$ cat src/rtl/multicast_scheduler_pkg.sv
// multicast_scheduler_pkg
// Shared definitions for the multicast bus scheduler:
//   - state encoding of the sequencer (IDLE / CONFIG / RUN)
//   - default packet field widths and a helper for the packed packet width
package multicast_scheduler_pkg;

   localparam logic [1:0] ST_IDLE_ENC   = 2'd0;
   localparam logic [1:0] ST_CONFIG_ENC = 2'd1;
   localparam logic [1:0] ST_RUN_ENC    = 2'd2;

   typedef enum logic [1:0] {
      ST_IDLE   = ST_IDLE_ENC,
      ST_CONFIG = ST_CONFIG_ENC,
      ST_RUN    = ST_RUN_ENC
   } state_t;

   localparam int DEF_ID_LEN    = 4;
   localparam int DEF_VALUE_LEN = 32;

   // A queued packet is stored as {tag, value}.
   function automatic int pkt_width(input int id_len, input int value_len);
      return id_len + value_len;
   endfunction

endpackage

$ cat src/rtl/mc_pkt_fifo.sv
// mc_pkt_fifo
// Synchronous show-ahead FIFO holding queued (tag, value) packets.
// Ports:
//   clk, rst      clock, asynchronous active-high reset (empties the queue)
//   push, din     write request and data; ignored while full
//   pop           read request; ignored while empty
//   dout          current head entry, valid whenever empty is low
//   full, empty   occupancy flags
module mc_pkt_fifo #(
   parameter int DEPTH = 4,
   parameter int WIDTH = 36
) (
   input  logic             clk,
   input  logic             rst,
   input  logic             push,
   input  logic             pop,
   input  logic [WIDTH-1:0] din,
   output logic [WIDTH-1:0] dout,
   output logic             full,
   output logic             empty
);

   localparam int AW = $clog2(DEPTH);

   logic [WIDTH-1:0] mem [DEPTH];
   // One extra pointer bit distinguishes full from empty when the indices match.
   logic [AW:0]      wr_ptr_reg;
   logic [AW:0]      rd_ptr_reg;
   logic             do_push;
   logic             do_pop;

   assign empty   = (wr_ptr_reg == rd_ptr_reg);
   assign full    = (wr_ptr_reg[AW] != rd_ptr_reg[AW]) &&
                    (wr_ptr_reg[AW-1:0] == rd_ptr_reg[AW-1:0]);
   assign do_push = push && !full;
   assign do_pop  = pop && !empty;

   // Storage carries no reset; only the pointers define which entries are live.
   always_ff @(posedge clk) begin
      if (do_push) begin
         mem[wr_ptr_reg[AW-1:0]] <= din;
      end
   end

   always_ff @(posedge clk or posedge rst) begin
      if (rst) begin
         wr_ptr_reg <= '0;
         rd_ptr_reg <= '0;
      end else begin
         if (do_push) wr_ptr_reg <= wr_ptr_reg + (AW+1)'(1);
         if (do_pop)  rd_ptr_reg <= rd_ptr_reg + (AW+1)'(1);
      end
   end

   // Show-ahead: the head is visible without a read request.
   assign dout = mem[rd_ptr_reg[AW-1:0]];

endmodule

$ cat src/rtl/multicast_scheduler.sv
// multicast_scheduler
// Sequencer for one multicast bus: programs controller IDs through the
// set_id/id_in scan chain, then issues queued (tag, value) packets on the
// shared bus, completing each transfer on the aggregated bus_ready. A stall
// timeout drops packets whose tag matches no controller.
// Ports:
//   clk, rst                      clock, asynchronous active-high reset
//   cfg_start                     begin (or restart) ID programming
//   cfg_id_valid/cfg_id/cfg_id_ready  ID word handshake
//   cfg_done                      all NUM_NODES IDs shifted in
//   set_id, id_out                scan-chain strobe and head id_in
//   pkt_valid/pkt_tag/pkt_value/pkt_ready  packet queue handshake
//   tag, enable, value            multicast bus outputs
//   bus_ready                     OR of the controllers' ready_out
//   drop                          head packet dropped by timeout (pulse)
module multicast_scheduler
   import multicast_scheduler_pkg::*;
#(
   parameter int ID_LEN     = DEF_ID_LEN,
   parameter int VALUE_LEN  = DEF_VALUE_LEN,
   parameter int NUM_NODES  = 8,
   parameter int FIFO_DEPTH = 4,
   parameter int TIMEOUT    = 16
) (
   input  logic                 clk,
   input  logic                 rst,
   input  logic                 cfg_start,
   input  logic                 cfg_id_valid,
   input  logic [ID_LEN-1:0]    cfg_id,
   output logic                 cfg_id_ready,
   output logic                 cfg_done,
   output logic                 set_id,
   output logic [ID_LEN-1:0]    id_out,
   input  logic                 pkt_valid,
   input  logic [ID_LEN-1:0]    pkt_tag,
   input  logic [VALUE_LEN-1:0] pkt_value,
   output logic                 pkt_ready,
   output logic [ID_LEN-1:0]    tag,
   output logic                 enable,
   output logic [VALUE_LEN-1:0] value,
   input  logic                 bus_ready,
   output logic                 drop
);

   localparam int PKT_W = pkt_width(ID_LEN, VALUE_LEN);
   localparam int CNT_W = $clog2(NUM_NODES + 1);
   localparam int TO_W  = (TIMEOUT > 0) ? $clog2(TIMEOUT + 1) : 1;
   localparam logic [CNT_W-1:0] NODES_LAST = CNT_W'(NUM_NODES);
   localparam logic [TO_W-1:0]  TO_LAST    = TO_W'((TIMEOUT > 0) ? TIMEOUT - 1 : 0);

   state_t              state_reg;
   logic [CNT_W-1:0]    node_cnt_reg;
   logic [CNT_W-1:0]    node_cnt_next;
   logic [TO_W-1:0]     to_cnt_reg;
   logic                cfg_done_reg;
   logic                set_id_reg;
   logic [ID_LEN-1:0]   id_out_reg;

   logic                fifo_full;
   logic                fifo_empty;
   logic [PKT_W-1:0]    fifo_head;
   logic                start_ok;
   logic                id_hs;
   logic                last_hs;
   logic                push;
   logic                pop;
   logic                stall;

   // A restart is refused while packets are still queued in RUN, so no
   // queued traffic is stranded by reprogramming.
   assign start_ok = cfg_start &&
                     ((state_reg != ST_RUN) || fifo_empty);

   assign cfg_id_ready = (state_reg == ST_CONFIG);
   assign id_hs        = cfg_id_valid && cfg_id_ready;

   // A restart clears the count; an ID accepted in the same cycle counts
   // as the first of the new pass.
   assign node_cnt_next = (start_ok ? '0 : node_cnt_reg) + CNT_W'(id_hs);
   assign last_hs       = id_hs && (node_cnt_next == NODES_LAST);

   assign pkt_ready = (state_reg == ST_RUN) && !fifo_full && !cfg_start;
   assign push      = pkt_valid && pkt_ready;
   assign enable    = (state_reg == ST_RUN) && !fifo_empty;
   assign stall     = enable && !bus_ready;

   generate
      if (TIMEOUT == 0) begin : g_no_timeout
         assign drop = 1'b0;
      end else begin : g_timeout
         // to_cnt_reg holds the stalled cycles already seen, so the
         // TIMEOUT-th stalled cycle is the one where it reads TIMEOUT-1.
         assign drop = stall && (to_cnt_reg == TO_LAST);
      end
   endgenerate

   assign pop = (enable && bus_ready) || drop;

   assign tag    = enable ? fifo_head[PKT_W-1 -: ID_LEN] : '0;
   assign value  = enable ? fifo_head[VALUE_LEN-1:0]     : '0;
   assign set_id   = set_id_reg;
   assign id_out   = id_out_reg;
   assign cfg_done = cfg_done_reg;

   mc_pkt_fifo #(
      .DEPTH (FIFO_DEPTH),
      .WIDTH (PKT_W)
   ) u_fifo (
      .clk   (clk),
      .rst   (rst),
      .push  (push),
      .pop   (pop),
      .din   ({pkt_tag, pkt_value}),
      .dout  (fifo_head),
      .full  (fifo_full),
      .empty (fifo_empty)
   );

   always_ff @(posedge clk or posedge rst) begin
      if (rst) begin
         state_reg    <= ST_IDLE;
         node_cnt_reg <= '0;
         to_cnt_reg   <= '0;
         cfg_done_reg <= 1'b0;
         set_id_reg   <= 1'b0;
         id_out_reg   <= '0;
      end else begin
         // Scan-chain strobe is a one-cycle pulse per accepted ID word.
         set_id_reg <= id_hs;
         if (id_hs) id_out_reg <= cfg_id;

         node_cnt_reg <= node_cnt_next;

         if (start_ok) begin
            state_reg    <= ST_CONFIG;
            cfg_done_reg <= 1'b0;
         end
         if (last_hs) begin
            state_reg    <= ST_RUN;
            cfg_done_reg <= 1'b1;
         end

         if (pop || !enable) begin
            to_cnt_reg <= '0;
         end else if (stall) begin
            to_cnt_reg <= to_cnt_reg + TO_W'(1);
         end
      end
   end

endmodule

$ cat config.mk
export PLATFORM = sky130hd
export DESIGN_NAME = multicast_scheduler
export DESIGN_NICKNAME = d
export VERILOG_FILES = /design/src/rtl/multicast_scheduler_pkg.sv /design/src/rtl/mc_pkt_fifo.sv /design/src/rtl/multicast_scheduler.sv
export SDC_FILE = /design/constraint.sdc
export NUM_CORES = 1
export LEC_CHECK = 0
export CAP_MARGIN = 20
export CORE_MARGIN = 4
export CORE_UTILIZATION = 49
export CTS_CLUSTER_DIAMETER = 120
export DETAILED_ROUTE_END_ITERATION = 10
export PLACE_DENSITY = 0.76
export SLEW_MARGIN = 20
export SYNTH_ARGS = -nofsm -noshare
export SYNTH_HDL_FRONTEND = slang
export SYNTH_SLANG_ARGS = --single-unit
$ cat constraint.sdc
create_clock -name clk -period 2.3 [get_ports clk]
set_input_delay 0.46 -clock clk [delete_from_list [all_inputs] [get_ports clk]]
set_output_delay 0.46 -clock clk [all_outputs]
set_load 0.005 [all_outputs]
==> metrics <==
status finished with violations; failing checks negative setup slack; Initial Utilization 0.508; type of the most critical hold path primary input to asynchronous set/reset pin; total die area 15200 um2; Worst Setup Start Kind register; GRT Util Overall 0.200; post-synth net total about 370; # port buffers 91; cell area after layout 8930 um2; worst-path maximum fanout 13; WL per Instance 21.2 um; max reg flops 144; initial antenna violation count 0; CTS tree built; CTS Buf Count 17; Peak supply drop 0.000581 V; post-synthesis cell count 317; WS Path Type register to output pin; clock sink total ~170; setup slack at placement -0.220 ns; vias in the first global route 3819; mean area per synthesized cell 20.5 um2; pwr dens 687 nW/um2; area of the mapped netlist 6510 um2; Top Ports 92; clock buffer depth 2; Worst EP required approximately 1.8 ns; clock-pin transition on the worst setup and hold timing paths 0.06 ns; total routed wirelength 13800 um; CP endpoint kind output pin; R2R setup slack -0.13 ns; global route overflow 0; Final WS setup -0.142 ns; antenna cells 0; post-DP HPWL 7770 um; Max-slew headroom 0.693; area post-placement 7960 um2; first-pass GRT wire length 21500 um; static leakage 3.30 nW; Pre-Repair DR Iteration Count 4; Final ANT Viol Nets 0; drt via density 5.39; final core occ 0.696; ys async rst share 0.133; root buf cell clkbuf_16; # rows around 40; setup violators final 39; routed via count between 3k and 4k; Fmax achieved 409 MHz; GP Congestion 0.781; Layout Nets 523; Post-synth EDFFs roughly 140; height of the die approximately 120 um; M1 WL 5720 um; worst-skew pair later-pin latency 0.42 ns; pins over their slew limit 0; Fill cells 803; Data arrival, critical path 1.98 ns; Top FF cell, synth edfxtp_1; min Tclk post-route 2.44 ns; Synthesis Warnings 0; Yosys reg bits 166; H-tree depth 4; post-synthesis sequential area ratio 0.748; Distinct cells, synth 32; WL met3 about 920 um; core area 12800 um2; clock skew 0.00564 ns; RSZ-0062 raised after global routing true; Horiz. Die Dim 123 um; Top Metal Used met4; Layout area overhead 37.1%; # DRC 0; final hold vios 0; crit share post-route 1.06; Worst Tran Pin Value ~0.46 ns; Max-Cap Viols 0; Power Total 6.13 mW; met2 WL 7050 um; Initial DRC Count about 180; final setup TNS -3.16 ns; share of cells above drive strength 1 0.431; largest net degree at the start of global routing 27
[final timing paths]
check	startpoint	end	cells after the start
min in group clk	to_cnt_reg[0]$_DFFE_PP0P_	to_cnt_reg[0]$_DFFE_PP0P_	1
worst max-delay path	u_fifo.rd_ptr_reg[0]$_DFFE_PP0P_	value[26]	7
max in group asynchronous	rst	u_fifo.rd_ptr_reg[1]$_DFFE_PP0P_	3
worst min register to register	to_cnt_reg[0]$_DFFE_PP0P_	to_cnt_reg[0]$_DFFE_PP0P_	1
worst min-delay path	rst	state_reg[1]$_DFFE_PP0P_	2
worst max register to register	u_fifo.rd_ptr_reg[0]$_DFFE_PP0P_	state_reg[0]$_DFFE_PP0P_	11
[kinds of logic (layout without fill, tap and decap cells)]
family,after synthesis,in the layout,share of synthesized area
buffers and inverters,19,180,0.0156
flip-flops,166,166,0.748
AND/OR/NAND/NOR,62,62,0.0567
adder cells (fa/ha/maj),9,9,0.0173
AO/OA/AOI/OAI,6,6,0.00922
multiplexers,42,42,0.135
XOR/XNOR,13,13,0.0175
[cell usage in the layout (no fill, tap or decap), types with 2 or more instances in the layout]
cell,n
buf_4,24
dfrtp_1,20
buf_12,19
clkbuf_1,2
nand2_2,2
inv_1,6
ha_4,2
edfxtp_1,144
dfrtp_2,2
clkbuf_16,17
and3_2,4
clkdlybuf4s50_1,52
buf_2,37
clkinv_2,2
clkinvlp_4,4
xnor2_1,3
mux4_2,36
mux2_2,4
and2_4,2
nand3_1,2
clkinv_1,2
nor2b_1,9
nand2b_1,2
buf_16,3
nor2b_4,27
ha_1,7
nor2_1,5
xor2_1,8
and3_1,2
buf_6,9
[worst max-delay path, stage by stage, from the launching register on]
cell and delay [ns]:
dfrtp_2 0.45, buf_6 0.14, xnor2_4 0.12, a31o_4 0.29, buf_12 0.18, buf_4 0.15, nor2b_4 0.10, buf_2 0.12
[layout make-up]
type                       count  area (um2)  area share
sequential                   166        4880       0.546
clock buffer                  19         433      0.0485
timing repair buffer         144        1450       0.162
clock inverter                10        86.3     0.00967
multi-input combinational    132        1840       0.206
inverter                       7        26.3     0.00294
tap                          172         215      0.0241
[metal layers]
layer,track usage,up-vias
met5,0,-
met4,0.0734,0
met3,0.0558,8
met2,0.326,131
met1,0.260,1817
li1,-,1546
[stage by stage]
stage          hold slack [ns]  cells
2_1_floorplan            0.439    317
3_3_place_gp             0.464    598
3_5_place_dp             0.470    598
4_1_cts                  0.332    655
5_1_grt                  0.375    650
6_report                 0.345    650
[synth_stat cells (all sizes together) (2+ instances only)]
library cell | instances | area, um2
xnor2 | 5 | 43.8
nor3b | 2 | 15.0
inv | 7 | 26.3
clkbuf | 3 | 11.3
nand2b | 2 | 12.5
nor2 | 5 | 18.8
nand3 | 2 | 10.0
and2 | 2 | 12.5
mux2 | 6 | 71.3
nor2b | 37 | 231
buf | 9 | 63.8
mux4 | 36 | 811
and3 | 6 | 37.5
xor2 | 8 | 70.1
dfrtp | 22 | 551
ha | 9 | 113
nand2 | 3 | 13.8
edfxtp | 144 | 4320
[power by group]
group / internal [mW] / total (mW) / switching (mW)
sequential: 3.29 / 3.30 / 0.0106
combinational: 0.201 / 0.316 / 0.114
clock: 1.45 / 2.52 / 1.06
total: 4.94 / 6.13 / 1.19
[repair_timing]
action                     in CTS  in global routing
setup buffers                  24                  0
gates resized for setup       234                  7
pin swaps                       9                  2
cloned                          5                  0
hold buffers                    0                  0
setup endpoints to repair      41                 41
Note: power is estimated with default switching activity, not from simulation.
